--- src/rtl/bf16_accumulator_pkg.sv ---
// Shared bf16 constants, accumulator state type and a leading-zero counter
// for the normalisation step of the bf16 adder.
package bf16_accumulator_pkg;

  localparam int unsigned BF16_W     = 16;
  localparam int unsigned BF16_EXP_W = 8;
  localparam int unsigned BF16_MAN_W = 7;
  localparam int unsigned BF16_BIAS  = 127;

  localparam logic [BF16_W-1:0] BF16_QNAN  = 16'h7fc0;
  localparam logic [BF16_W-1:0] BF16_PINF  = 16'h7f80;
  localparam logic [BF16_W-1:0] BF16_NINF  = 16'hff80;
  localparam logic [BF16_W-1:0] BF16_NZERO = 16'h8000;

  typedef enum logic [0:0] {
    ACCUM = 1'b0,
    DONE  = 1'b1
  } acc_state_e;

  // Leading zeros of an 11-bit value; 11 when the value is zero.
  function automatic logic [3:0] lzc11(input logic [10:0] v);
    logic [3:0] n;
    n = 4'd11;
    for (int i = 0; i < 11; i++) begin
      if (v[i]) n = 4'(10 - i);
    end
    return n;
  endfunction

endpackage

--- src/rtl/bf16_accumulator_adder.sv ---
// Combinational bf16 adder: align, add/sub, normalise, round-to-nearest-even,
// with subnormal flushing and IEEE-style special-value handling.
module float_adder_bf16
  import bf16_accumulator_pkg::*;
(
  input  logic [BF16_W-1:0] a_i,
  input  logic [BF16_W-1:0] b_i,
  output logic [BF16_W-1:0] y_o
);

  localparam int unsigned MW = BF16_MAN_W;
  localparam int unsigned EW = BF16_EXP_W;
  // hidden bit + mantissa + guard/round/sticky
  localparam int unsigned XW = MW + 4;
  localparam logic signed [9:0] E_INF = 10'(2 * BF16_BIAS + 1);

  logic [EW-1:0]     ea, eb, e_big, e_sml, d;
  logic [MW-1:0]     ma, mb, frac;
  logic              a_zero, b_zero, a_inf, b_inf, a_nan, b_nan;
  logic              swap, s_big, sub, st, rnd, c_r;
  logic [MW:0]       m_big, m_sml;
  logic [XW-1:0]     al, sh, nrm;
  logic [XW:0]       sum;
  logic [3:0]        lz;
  logic signed [9:0] e_n;

  always_comb begin
    ea     = a_i[MW +: EW];
    eb     = b_i[MW +: EW];
    ma     = a_i[MW-1:0];
    mb     = b_i[MW-1:0];
    a_zero = (ea == '0);
    b_zero = (eb == '0);
    a_inf  = (ea == '1) && (ma == '0);
    b_inf  = (eb == '1) && (mb == '0);
    a_nan  = (ea == '1) && (ma != '0);
    b_nan  = (eb == '1) && (mb != '0);

    swap   = b_i[BF16_W-2:0] > a_i[BF16_W-2:0];
    e_big  = swap ? eb : ea;
    e_sml  = swap ? ea : eb;
    m_big  = {1'b1, swap ? mb : ma};
    m_sml  = {1'b1, swap ? ma : mb};
    s_big  = swap ? b_i[BF16_W-1] : a_i[BF16_W-1];
    sub    = a_i[BF16_W-1] ^ b_i[BF16_W-1];
    d      = e_big - e_sml;

    // Align the smaller operand, folding every shifted-out bit into sticky.
    al = {m_sml, 3'b000};
    if (d >= EW'(XW)) begin
      st = 1'b1;
      sh = XW'(1);
    end else begin
      st    = |(al & ~({XW{1'b1}} << d));
      sh    = al >> d;
      sh[0] = sh[0] | st;
    end

    sum = sub ? ({1'b0, m_big, 3'b000} - {1'b0, sh})
              : ({1'b0, m_big, 3'b000} + {1'b0, sh});
    lz  = lzc11(sum[XW-1:0]);

    if (sum[XW]) begin
      nrm = {sum[XW:2], sum[1] | sum[0]};
      e_n = $signed({2'b00, e_big}) + 10'sd1;
    end else begin
      nrm = sum[XW-1:0] << lz;
      e_n = $signed({2'b00, e_big}) - $signed({6'd0, lz});
    end

    rnd        = nrm[2] & (nrm[1] | nrm[0] | nrm[3]);
    {c_r, frac} = {1'b0, nrm[XW-2:3]} + (MW + 1)'(rnd);
    if (c_r) e_n = e_n + 10'sd1;

    y_o = {s_big, e_n[EW-1:0], frac};
    if (e_n >= E_INF) y_o = s_big ? BF16_NINF : BF16_PINF;
    if (!nrm[XW-1] || e_n <= 10'sd0) y_o = '0;

    // Zero operands (including flushed subnormals), then infinities, then NaNs.
    if (a_zero && b_zero) y_o = {a_i[BF16_W-1] & b_i[BF16_W-1], (BF16_W - 1)'(0)};
    else if (a_zero)      y_o = b_i;
    else if (b_zero)      y_o = a_i;
    if (a_inf || b_inf)   y_o = a_inf ? a_i : b_i;
    if ((a_inf && b_inf && sub) || a_nan || b_nan) y_o = BF16_QNAN;
  end

endmodule

--- src/rtl/bf16_accumulator.sv ---
// Streaming bf16 accumulator: sums product beats until in_last or MAX_LEN beats,
// then presents the sum, beat count and truncation flag on a valid/ready port.
module bf16_accumulator
  import bf16_accumulator_pkg::*;
#(
  parameter  int unsigned MAX_LEN = 256,
  localparam int unsigned CNT_W   = $clog2(MAX_LEN + 1)
) (
  input  logic              clock_i,
  input  logic              reset_i,
  input  logic              in_valid_i,
  output logic              in_ready_o,
  input  logic [BF16_W-1:0] in_data_i,
  input  logic              in_last_i,
  output logic              out_valid_o,
  input  logic              out_ready_i,
  output logic [BF16_W-1:0] out_data_o,
  output logic [CNT_W-1:0]  out_count_o,
  output logic              out_truncated_o
);

  acc_state_e        state_q;
  logic [BF16_W-1:0] acc_q, addend, sum_d, out_data_q;
  logic [CNT_W-1:0]  count_q, out_count_q;
  logic              in_ready_q, out_valid_q, out_truncated_q, end_beat;

  // An empty sum acts as -0, the exact additive identity, so -0 beats stay -0.
  assign addend   = (count_q == '0) ? BF16_NZERO : acc_q;
  assign end_beat = in_last_i || (count_q == CNT_W'(MAX_LEN - 1));

  float_adder_bf16 u_add (
    .a_i (addend),
    .b_i (in_data_i),
    .y_o (sum_d)
  );

  always_ff @(posedge clock_i) begin
    if (reset_i) begin
      state_q         <= ACCUM;
      acc_q           <= '0;
      count_q         <= '0;
      in_ready_q      <= 1'b1;
      out_valid_q     <= 1'b0;
      out_data_q      <= '0;
      out_count_q     <= '0;
      out_truncated_q <= 1'b0;
    end else begin
      case (state_q)
        ACCUM: begin
          if (in_valid_i && in_ready_q) begin
            if (end_beat) begin
              out_data_q      <= sum_d;
              out_count_q     <= count_q + CNT_W'(1);
              out_truncated_q <= ~in_last_i;
              acc_q           <= '0;
              count_q         <= '0;
              in_ready_q      <= 1'b0;
              out_valid_q     <= 1'b1;
              state_q         <= DONE;
            end else begin
              acc_q   <= sum_d;
              count_q <= count_q + CNT_W'(1);
            end
          end
        end
        DONE: begin
          if (out_ready_i) begin
            out_valid_q <= 1'b0;
            in_ready_q  <= 1'b1;
            state_q     <= ACCUM;
          end
        end
      endcase
    end
  end

  assign in_ready_o      = in_ready_q;
  assign out_valid_o     = out_valid_q;
  assign out_data_o      = out_data_q;
  assign out_count_o     = out_count_q;
  assign out_truncated_o = out_truncated_q;

endmodule

--- config.mk ---
export PLATFORM = sky130hd
export DESIGN_NAME = bf16_accumulator
export DESIGN_NICKNAME = d
export VERILOG_FILES = /design/src/rtl/bf16_accumulator_pkg.sv /design/src/rtl/bf16_accumulator_adder.sv /design/src/rtl/bf16_accumulator.sv
export SDC_FILE = /design/constraint.sdc
export NUM_CORES = 1
export LEC_CHECK = 0
export CAP_MARGIN = 5
export CORE_UTILIZATION = 30
export DETAILED_ROUTE_END_ITERATION = 8
export HOLD_SLACK_MARGIN = 0.12
export SYNTH_ARGS = -nofsm -noshare
export SYNTH_HDL_FRONTEND = slang
export SYNTH_SLANG_ARGS = --single-unit
--- constraint.sdc ---
create_clock -name clock_i -period 15.8 [get_ports clock_i]
set_input_delay 3.16 -clock clock_i [delete_from_list [all_inputs] [get_ports clock_i]]
set_output_delay 3.16 -clock clock_i [all_outputs]
set_load 0.01 [all_outputs]
---- After elaboration in Yosys (flattened, before gate mapping) ----
Cells that the tools add are included.
storage, ports and cells
  flip-flop bits (word level) ............. 54
  input port bits ......................... 21
  output and inout port bits .............. 28
operators by class
  add/sub/neg operators ................... 8
  order comparisons ....................... 4
  equal/unequal tests ..................... 6
  shifts and indexed selects .............. 3
  multiplexer cells ....................... 45
  bitwise operators ....................... 11
  reduce and logical (&&, ||, !) cells .... 25
operator list
  kind                                                                                  count
  16-bit two-way mux                                                                    11
  4-bit two-way mux                                                                     8
  11-bit two-way mux                                                                    2
  10-bit two-way mux                                                                    2
  8-bit == test, second input constant                                                  2
  8-bit zero test                                                                       2
  8-bit two-way mux                                                                     2
  15-bit greater-than comparator                                                        1
  7-bit zero test                                                                       2
  7-bit two-way mux                                                                     2
  7-bit nonzero test                                                                    2
  11-bit by 11-bit adder with 12-bit output                                             1
  12-bit two-way mux                                                                    1
  11-bit by 11-bit subtractor with 12-bit output                                        1
  11-bit AND                                                                            1
  1-bit two-way mux                                                                     11
  11-bit inverter                                                                       1
  11-bit OR reduction                                                                   1
  11-bit by 4-bit left shift with 11-bit output                                         1
  11-bit by 8-bit left shift with 11-bit output, first input constant                   1
  11-bit by 8-bit >> shifter with 11-bit output                                         1
  10-bit by 2-bit adder with 10-bit output, second input constant                       1
  10-bit by 9-bit greater-or-equal comparator with 1-bit output, second input constant  1
  10-bit by 1-bit <= comparator with 1-bit output, second input constant                1
  other kinds (21)                                                                      43

---- Longest topological paths before layout ----
  depth in word-level cells ............... 40
  depth in mapped cells ................... 62
  gate-level depth less buffers ........... 53

---- Cells and area by module ----
Synthesis repeated with hierarchy kept, for this count alone.
unflattened totals
  cell total of the unflattened synthesis .. 1084
  area, all modules ....................... 7621.1 um2
by module, submodules not included
  module            instances  cells each  area each (um2)
  float_adder_bf16  1          800         5296.3
  bf16_accumulator  1          284         2324.7

---- Least setup slack after synthesis ----
OpenSTA, ideal clock, no wires.
  path type ............................... input to register
  start ................................... input port in_data_i[14]
  end ..................................... register out_data_q[0] (netlist: out_data_o[0])
  data arrival time ....................... 12879 ps
  slack ................................... 2789 ps
  cell stages on the path ................. 48
  path buffers ............................ 6
  cell sequence ........................... ha_1 clkbuf_2 nand4_1 nor2_1 o21ai_1 a21oi_2 buf_2 clkbuf_1 clkbuf_1 buf_1 o21a_1 ha_1 nand2_1 a311oi_1 or3b_1 and4_1 clkbuf_1 and2_1 [12 not listed] a31oi_1 xor2_1 nor2_1 o31ai_4 nand2_1 ha_1 fa_1 a21oi_1 ha_1 o21ai_0 o21ba_2 or4b_2 a2111o_1 a21oi_1 mux2_2 a211oi_1 a221oi_2 nor3_1
between the ends
  cells in the longest elaborated chain, start to end .. 37
ends and longest elaborated chain
  what                                                                                                                                     RTL line                                                    RTL
  start: declaration                                                                                                                       bf16_accumulator.sv:13                                      input logic [BF16_W-1:0] in_data_i,
  15-bit greater-than comparator                                                                                                           bf16_accumulator_adder.sv:39                                swap = b_i[BF16_W-2:0] > a_i[BF16_W-2:0];
  8-bit two-way mux (on tied branches)                                                                                                     bf16_accumulator_adder.sv:40, bf16_accumulator_adder.sv:41
  8-bit subtractor                                                                                                                         bf16_accumulator_adder.sv:46                                d = e_big - e_sml;
  11-bit by 8-bit left shift with 11-bit output                                                                                            bf16_accumulator_adder.sv:54                                st = |(al & ~({XW{1'b1}} << d));
  11-bit inverter                                                                                                                          bf16_accumulator_adder.sv:54
  11-bit AND                                                                                                                               bf16_accumulator_adder.sv:54
  11-bit OR reduction                                                                                                                      bf16_accumulator_adder.sv:54
  1-bit bitwise OR                                                                                                                         bf16_accumulator_adder.sv:56                                sh[0] = sh[0] | st;
  [21 not listed]                                                                                                                          n/a
  10-bit by 9-bit greater-or-equal comparator with 1-bit output / 10-bit by 1-bit <= comparator with 1-bit output (equally long branches)  bf16_accumulator_adder.sv:76, bf16_accumulator_adder.sv:77
  16-bit two-way mux / 1-bit logical OR (equally long branches)                                                                            bf16_accumulator_adder.sv:76, bf16_accumulator_adder.sv:77
  16-bit two-way mux                                                                                                                       bf16_accumulator_adder.sv:77                                if (!nrm[XW-1] || e_n <= 10'sd0) y_o = '0;
  16-bit two-way mux                                                                                                                       bf16_accumulator_adder.sv:82                                else if (b_zero) y_o = a_i;
  16-bit two-way mux                                                                                                                       bf16_accumulator_adder.sv:81                                else if (a_zero) y_o = b_i;
  16-bit two-way mux                                                                                                                       bf16_accumulator_adder.sv:80                                if (a_zero && b_zero) y_o = {a_i[BF16_W-1] & b_i[BF16_W-1], (BF16_W - 1)'(0)};
  16-bit two-way mux                                                                                                                       bf16_accumulator_adder.sv:83                                if (a_inf || b_inf) y_o = a_inf ? a_i : b_i;
  16-bit two-way mux *                                                                                                                     bf16_accumulator_adder.sv:84                                if ((a_inf && b_inf && sub) || a_nan || b_nan) y_o = BF16_QNAN;
  end signal: assignment                                                                                                                   bf16_accumulator.sv:52                                      out_data_q <= sum_d;
  end: declaration                                                                                                                         bf16_accumulator.sv:23                                      logic [BF16_W-1:0] acc_q, addend, sum_d, out_data_q;
Mark *: on every way between the ends. The rest lies on a longest branch, timed or not.
A chain may end at the register's enable or synchronous reset.

---- Worst setup path in the final report ----
  start ................................... input port in_data_i[11]
  end ..................................... register acc_q[7]
between the ends
  cells in the longest elaborated chain, start to end .. 38
ends and longest elaborated chain
  what                                                           RTL line                                                    RTL
  15-bit greater-than comparator                                 bf16_accumulator_adder.sv:39
  8-bit two-way mux (on tied branches)                           bf16_accumulator_adder.sv:40, bf16_accumulator_adder.sv:41
  8-bit subtractor                                               bf16_accumulator_adder.sv:46
  11-bit by 8-bit left shift with 11-bit output                  bf16_accumulator_adder.sv:54
  11-bit inverter                                                bf16_accumulator_adder.sv:54
  11-bit AND                                                     bf16_accumulator_adder.sv:54
  11-bit OR reduction                                            bf16_accumulator_adder.sv:54
  1-bit bitwise OR                                               bf16_accumulator_adder.sv:56
  [22 not listed]                                                n/a
  16-bit two-way mux / 1-bit logical OR (equally long branches)  bf16_accumulator_adder.sv:76, bf16_accumulator_adder.sv:77
  16-bit two-way mux                                             bf16_accumulator_adder.sv:77
  16-bit two-way mux                                             bf16_accumulator_adder.sv:82
  16-bit two-way mux                                             bf16_accumulator_adder.sv:81
  16-bit two-way mux                                             bf16_accumulator_adder.sv:80
  16-bit two-way mux                                             bf16_accumulator_adder.sv:83
  16-bit two-way mux *                                           bf16_accumulator_adder.sv:84
  16-bit two-way mux *                                           bf16_accumulator.sv:51                                      if (end_beat) begin
  end signal: assignment                                         bf16_accumulator.sv:61                                      acc_q <= sum_d;
  end: declaration                                               bf16_accumulator.sv:23
Marked as above.

==> flow_metrics.env <==
export IMPL_outcome="complete, no violations"
export IMPL_syn_area_um2=7812
export IMPL_hold_viol_final=0
export IMPL_cts_buffers=5
export IMPL_die_w_um=163.4
export IMPL_critical_path_most_common_cell="a21oi_1"
export IMPL_dpl_cell_count=1422
export IMPL_worstPathArrival_ps=14660
export IMPL_final_common_cell="nand2_1"
export IMPL_drtIter0Drc=976
export IMPL_regArea_um2=1081
export IMPL_critPathKind="in2reg"
export IMPL_ctsHoldBuffers=0
export IMPL_ant_nets=0
export IMPL_cts_sinks=54
export IMPL_syn_num_nets=1169
export IMPL_vias=8718
export IMPL_yosysSeqAreaShare_pct=13.84
export IMPL_area_growth_pct=9.978
export IMPL_gp_congestion=0.9592
export IMPL_routed_wirelength_um=26260
export IMPL_cpPeakStageDelay_ps=730
export IMPL_final_cell_mix="nand2_1, nor2_1, a21oi_1"
export IMPL_n_antenna_cell=0
export IMPL_relSlewSlack_pct=29.87
export IMPL_syn_avg_cell_area_um2=7.077
export IMPL_antenna_found_initial=0
export IMPL_critPathMaxFanout=51
export IMPL_final_layout_size_suffix_gt1_share_pct=7.468
export IMPL_p_leak_nw=3.141
export IMPL_io_buffers=48
export IMPL_grt_max_degree=52
export IMPL_critical_path_top_delay_family="compound AO/OA/AOI/OAI gates"
export IMPL_clk_pin_slew_worst_paths_ps=70
export IMPL_fin_nets=1164
export IMPL_post_cts_resized=0
export IMPL_h_tree_depth=2
export IMPL_hold_path_class="reg2reg"
export IMPL_grt_pass1_wl_um=41790
export IMPL_critical_path_required_ps=15960
export IMPL_end_kind="flip-flop"
export IMPL_powerDensity_nw_per_um2=79.19
export IMPL_synth_ff_type="dfxtp_1"
export IMPL_remaining_drc_errors=0
export IMPL_crit_path_start_kind="input pin"
export IMPL_ys_ff_latch=54
export IMPL_netlist_instances=1104
export IMPL_skew_ps=4.979
export IMPL_multi_input_area_um2=6252
export IMPL_setup_ws_ps=1298
export IMPL_row_count=58
export IMPL_slowest_stage="xor2_1"
export IMPL_cts_buffer_depth=2
export IMPL_wl_per_cell_um=18.39
export IMPL_rsz0062_at_grt="no"
export IMPL_finalCritPeriodShare_pct=91.78
export IMPL_drt_first_pass_iters=6
export IMPL_die_h_um=163.4
export IMPL_dieArea_um2=26690
export IMPL_grtUsageTotal_pct=19.30
export IMPL_vdd_drop_max_mv=0.05807
export IMPL_synthDistinctLibCells=107
export IMPL_cts_tree="built"
export IMPL_period_minus_slack_ps=14500
export IMPL_dpl_worst_slack_ps=1272
export IMPL_tightest_slew_ps=1048
export IMPL_setup_viol=0
export IMPL_vias_per_cell=6.105
export IMPL_instances_no_fill=1428
export IMPL_design_core_area_um2=25330
export IMPL_place_hpwl_um=20230
export IMPL_fillers=2670
export IMPL_grt_overflow=0
export IMPL_fin_setup_tns_ps=0
export IMPL_post_cts_buffers=0
export IMPL_clk_latency_ps=290
export IMPL_start_util_pct=30.85
export IMPL_final_max_slew_viol_count=0
export IMPL_ioPinCount=49
export IMPL_max_cap_violations=0
export IMPL_cts_root_buf="clkbuf_16"
export IMPL_crit_buf_inv=4
export IMPL_synth_edf_count=0
export IMPL_hold_worst_slack_ps=449.0
export IMPL_ys_warnings_count=0
export IMPL_synthArstFlopShare_pct=0
export IMPL_fmax_mhz=68.96
export IMPL_grt_pass1_vias=7701
## flip-flops by register name, summed over array words and instances, names as in the netlist
signal,count
acc_q,16
count_q,9
out_valid_o,1
out_count_o,9
state_q,1
out_truncated_o,1
out_data_o,16
in_ready_o,1
## worst reg2reg max path, delay by kind of cell (launching register included)
family | cells | cell delay [ps]
AOI/OAI and AO/OA | 23 | 5930
xor gates and xnor gates | 1 | 730
adders and majority gates | 6 | 1970
buffers and inverters | 4 | 710
DFF | 1 | 350
and+or+nand+nor | 13 | 3170
## layer usage
layer | GRT usage (%) | up-vias | routed length [um]
met4 | 3.696 | 0 | 423
met2 | 31.45 | 415 | 12170
li1 | - | 4142 | -
met5 | 0 | - | 0
met3 | 1.549 | 45 | 1922
met1 | 27.59 | 4116 | 11740
## report_power, final
part / internal, mW / switching [mW]
clock network: 0.0614 / 0.0465
registers: 0.144 / 0.00575
logic: 0.153 / 0.270
total: 0.358 / 0.323
## kinds of logic (layout without fill, tap and decap cells)
group,Yosys count,in the layout,synth area share [%]
mux,31,31,4.869
simple gates,459,459,29.47
fa+ha+maj,44,44,7.239
buf+inv,110,104,6.262
compound gates,371,371,34.40
xor+xnor,35,35,3.924
flops,54,54,13.84
## path summary, 6_finish.rpt
kind	slack [ps]	endpoint	cells past startpoint	start
min reg2reg	450	acc_q[4]	2	acc_q[4]
min	450	acc_q[4]	2	acc_q[4]
max reg2reg	2830	acc_q[7]	47	count_q[0]
max	1300	acc_q[7]	43	in_data_i[11]
## layout make-up
type / instances / share of cell area [%]
clock buffers: 6 / 1.616
multi-input cells: 940 / 72.77
well taps: 330 / 4.806
flip-flops and latches: 54 / 12.58
repair buffers: 55 / 6.204
inverters: 43 / 2.024
## metrics by stage
stage	total power [mW]	utilization [%]	cell area, um2
4_1_cts	0.6712	33.92	8592
3_3_place_gp	0.5656	33.38	8453
3_5_place_dp	0.5632	33.38	8453
5_1_grt	0.7242	33.92	8592
2_1_floorplan	0.4562	-	7812
6_report	0.6804	33.92	8592
## cells in the mapped netlist, drive strengths merged, types with 7 or more instances
master,number,area [um2]
o21a,10,75.07
nor2b,8,50.05
a21o,13,97.59
a211oi,32,257.8
a21oi,87,450.4
o2111ai,7,61.31
inv,41,153.9
ha,42,525.5
nand4,23,150.1
o21ai,73,376.6
clkbuf,45,170.2
o211ai,16,125.1
or2,15,93.84
nand2b,9,56.30
nor2,114,430.4
o31ai,17,156.4
and3,10,62.56
a31oi,13,81.33
nor3,42,225.2
mux2i,20,200.2
and2,19,118.9
nor4,20,152.6
xnor2,27,236.5
a221oi,11,138.9
xor2,8,70.07
nand2,130,490.5
a22oi,9,67.56
buf,22,145.1
or3,11,73.82
dfxtp,54,1081
nand3,33,170.2
(Power assumes the default switching activity.)
==> variant, RTL diff (config.mk and constraints unchanged) <==
Make the reset (`reset_i`) asynchronous in one clocked block.
--- a/src/rtl/bf16_accumulator.sv
+++ b/src/rtl/bf16_accumulator.sv
@@ -34,7 +34,7 @@
     .y_o (sum_d)
   );
 
-  always_ff @(posedge clock_i) begin
+  always_ff @(posedge clock_i or posedge reset_i) begin
     if (reset_i) begin
       state_q         <= ACCUM;
       acc_q           <= '0;
Check against the original RTL: not equivalent (a bounded check fails within 4 cycles, from zero or initial values and one cycle with reset_i high; the reset may be asserted at any time).
==> variant against the original RTL <==
- synthesized cell count is 3.5% lower
- wire length is 5.2% higher
- worst hold slack better by 0.034 ns
- area after synthesis is 1.8% higher
- final area is 3.2% higher
- register-to-register slack worse by 0.28 ns
- critical path depth is 5 higher
- worst setup slack worse by 0.12 ns
- sequential cell count stayed put
- critical endpoint is now out_data_o[6]
- highest routed layer unchanged
Power is not shown: default switching activity piles up to over one toggle a cycle in this logic, so the estimate is an artifact.
==> variant: results (changes against the original RTL) <==
The number of antenna violations at the first check in global routing came out at 0 (unchanged). The commonest cells after synthesis are 151 x sky130_fd_sc_hd__nand2_1, 70 x sky130_fd_sc_hd__nor2_1, 66 x sky130_fd_sc_hd__o21ai_0, 56 x sky130_fd_sc_hd__a21oi_1, 53 x sky130_fd_sc_hd__dfrtp_1. The final instance count without filler cells is 1,411 (-1.2%). The post-DP HPWL came out at 21,000 um (+3.6%). The post-route fraction of the period consumed by the critical path came out at 92.5% (+0.74 points). The number of global-route vias before repair was 8,007 (+4.0%).

The endpoint identified for the worst register-to-register timing path is out_data_o[6]. The number of vias per cell after detailed routing came out at 6.12 (+0.29%). The startpoint of the most critical register-to-register path is count_q[0]. The beginning of the critical path is in_data_i[4].

The start point of the worst min-delay path is in_ready_o. The number of detailed-routing iterations run before antenna repair came to 5 (-1). The wire length of the first global-routing pass is 44,000 um (+5.2%). The filler cell count in the final layout is 2,758 (+3.3%). The routability congestion estimate is 0.929 (-3.1%).

The number of instances in the synthesized netlist came out at 1,065 (-3.5%). The flow ran to the end, and the final reports show no timing, DRC or antenna violations. The pin count of the biggest net entering global routing is 55 (+5.8%). The routed wirelength normalized by instance count is 19.6 um (+6.5%).

The data arrival time at the worst-slack endpoint is 14.84 ns (+0.18 ns). The worst setup timing slack at the placement stage is 0.559 ns (-0.714 ns). The maximum cell stage delay along the critical path came to 0.62 ns (-0.11 ns). The share of async-settable or async-resettable flops after synthesis is 100% (+100 points).

The number of cells on the worst reg-to-reg path came out at 52 (+11%). The reg2reg setup slack is 2.55 ns (-0.28 ns). The distinct cell type count of the synthesized netlist was 113 (+5.6%). The master of the slowest instance on the critical path is sky130_fd_sc_hd__clkdlybuf4s50_1. The top fanout value on the critical path is 19 (-63%). The register area share after synthesis came out at 17.0% (+3.2 points). The total routing resource utilization after global routing is 20.4% (+1.1 points). The clock insertion delay at the later pin of the skew report came out at 0.30 ns. The largest clock skew in the final design is 0.00882 ns (+0.00384 ns). The actual transition at the worst max-transition pin is 1.03 ns (-0.0134 ns). The violation count after the first detailed-route iteration came out at 895 (-8.3%). The share of final-layout standard cells stronger than drive strength 1 is 9.29% (+1.8 points). The cell area after placement came out at 0.00868 mm2 (+2.7%). Yosys attributes the largest share of cell area to sky130_fd_sc_hd__dfrtp_1 17%, sky130_fd_sc_hd__nand2_1 7.1%, sky130_fd_sc_hd__ha_1 6.6%, sky130_fd_sc_hd__o21ai_0 4.2%, sky130_fd_sc_hd__mux2i_1 3.7%.
variant: cell types whose count changed after synthesis, moves of 11 or more:
| cell | delta |
|---|---|
| sky130_fd_sc_hd__dfxtp_1 | -54 |
| sky130_fd_sc_hd__dfrtp_1 | +53 |
| sky130_fd_sc_hd__nor2_1 | -43 |
| sky130_fd_sc_hd__a21oi_1 | -27 |
| sky130_fd_sc_hd__nand2_1 | +22 |
| sky130_fd_sc_hd__nand3_1 | +15 |
| sky130_fd_sc_hd__and3_1 | +12 |
| sky130_fd_sc_hd__a211oi_1 | -11 |
| sky130_fd_sc_hd__clkbuf_1 | -11 |
variant: final cells by class:
| type | count | area [um2] | share of cell area, % |
|---|---|---|---|
| Timing Repair Buffer | 61 | 578 | 6.52 |
| Multi-Input combinational cell | 914 | 6230 | 70.2 |
| Tap cell | 335 | 419 | 4.72 |
| Clock buffer | 7 | 143 | 1.61 |
| Inverter | 39 | 146 | 1.65 |
| Clock inverter | 1 | 5.00 | 0.0564 |
| Sequential cell | 54 | 1350 | 15.2 |
variant: how the worst min path moves through the flow:
| stage | end | slack (ns) |
|---|---|---|
| 4_1_cts | in_ready_o | 0.48 |
| 3_3_place_gp | out_count_o[4] | 0.46 |
| 3_5_place_dp | out_count_o[1] | 0.46 |
| 5_1_grt | out_count_o[5] | 0.51 |
| 2_1_floorplan | in_ready_o | 0.46 |
| 6_report | in_ready_o | 0.48 |
variant: logic make-up (layout without fill, tap and decap cells):
logic type	Yosys count	in the layout	synth area share (%)
and+or+nand+nor	439	439	27.9
AOI/OAI and AO/OA	357	357	33.4
buffers and inverters	97	108	5.40
DFF	54	54	17.0
adders and majority gates	44	44	7.11
muxes	44	44	5.92
xor gates and xnor gates	30	30	3.31
variant: stage by stage:
stage / hold slack [ns] / util (%)
6_report: 0.483 / 34.0
2_1_floorplan: 0.457 / -
3_3_place_gp: 0.464 / 33.3
3_5_place_dp: 0.462 / 33.3
4_1_cts: 0.483 / 33.9
5_1_grt: 0.508 / 34.0
variant: repair_timing:
| item | in CTS | in global routing |
|---|---|---|
| buffers inserted | 0 | 0 |
| gates resized for setup | 0 | 8 |
| setup endpoints to repair | 0 | 30 |
variant: tightest hold or removal path: cells and delay by family (launching register included):
family | cells | cell delay (ns)
and+or+nand+nor | 2 | 0.10
DFF | 1 | 0.39
variant: per-layer routing:
| metal | vias up | wire length, um | GRT usage, % |
|---|---|---|---|
| met2 | 443 | 11800 | 30.8 |
| met5 | - | 0 | 0 |
| li1 | 4064 | - | - |
| met1 | 4059 | 12300 | 28.4 |
| met3 | 73 | 2260 | 2.96 |
| met4 | 0 | 1190 | 9.63 |
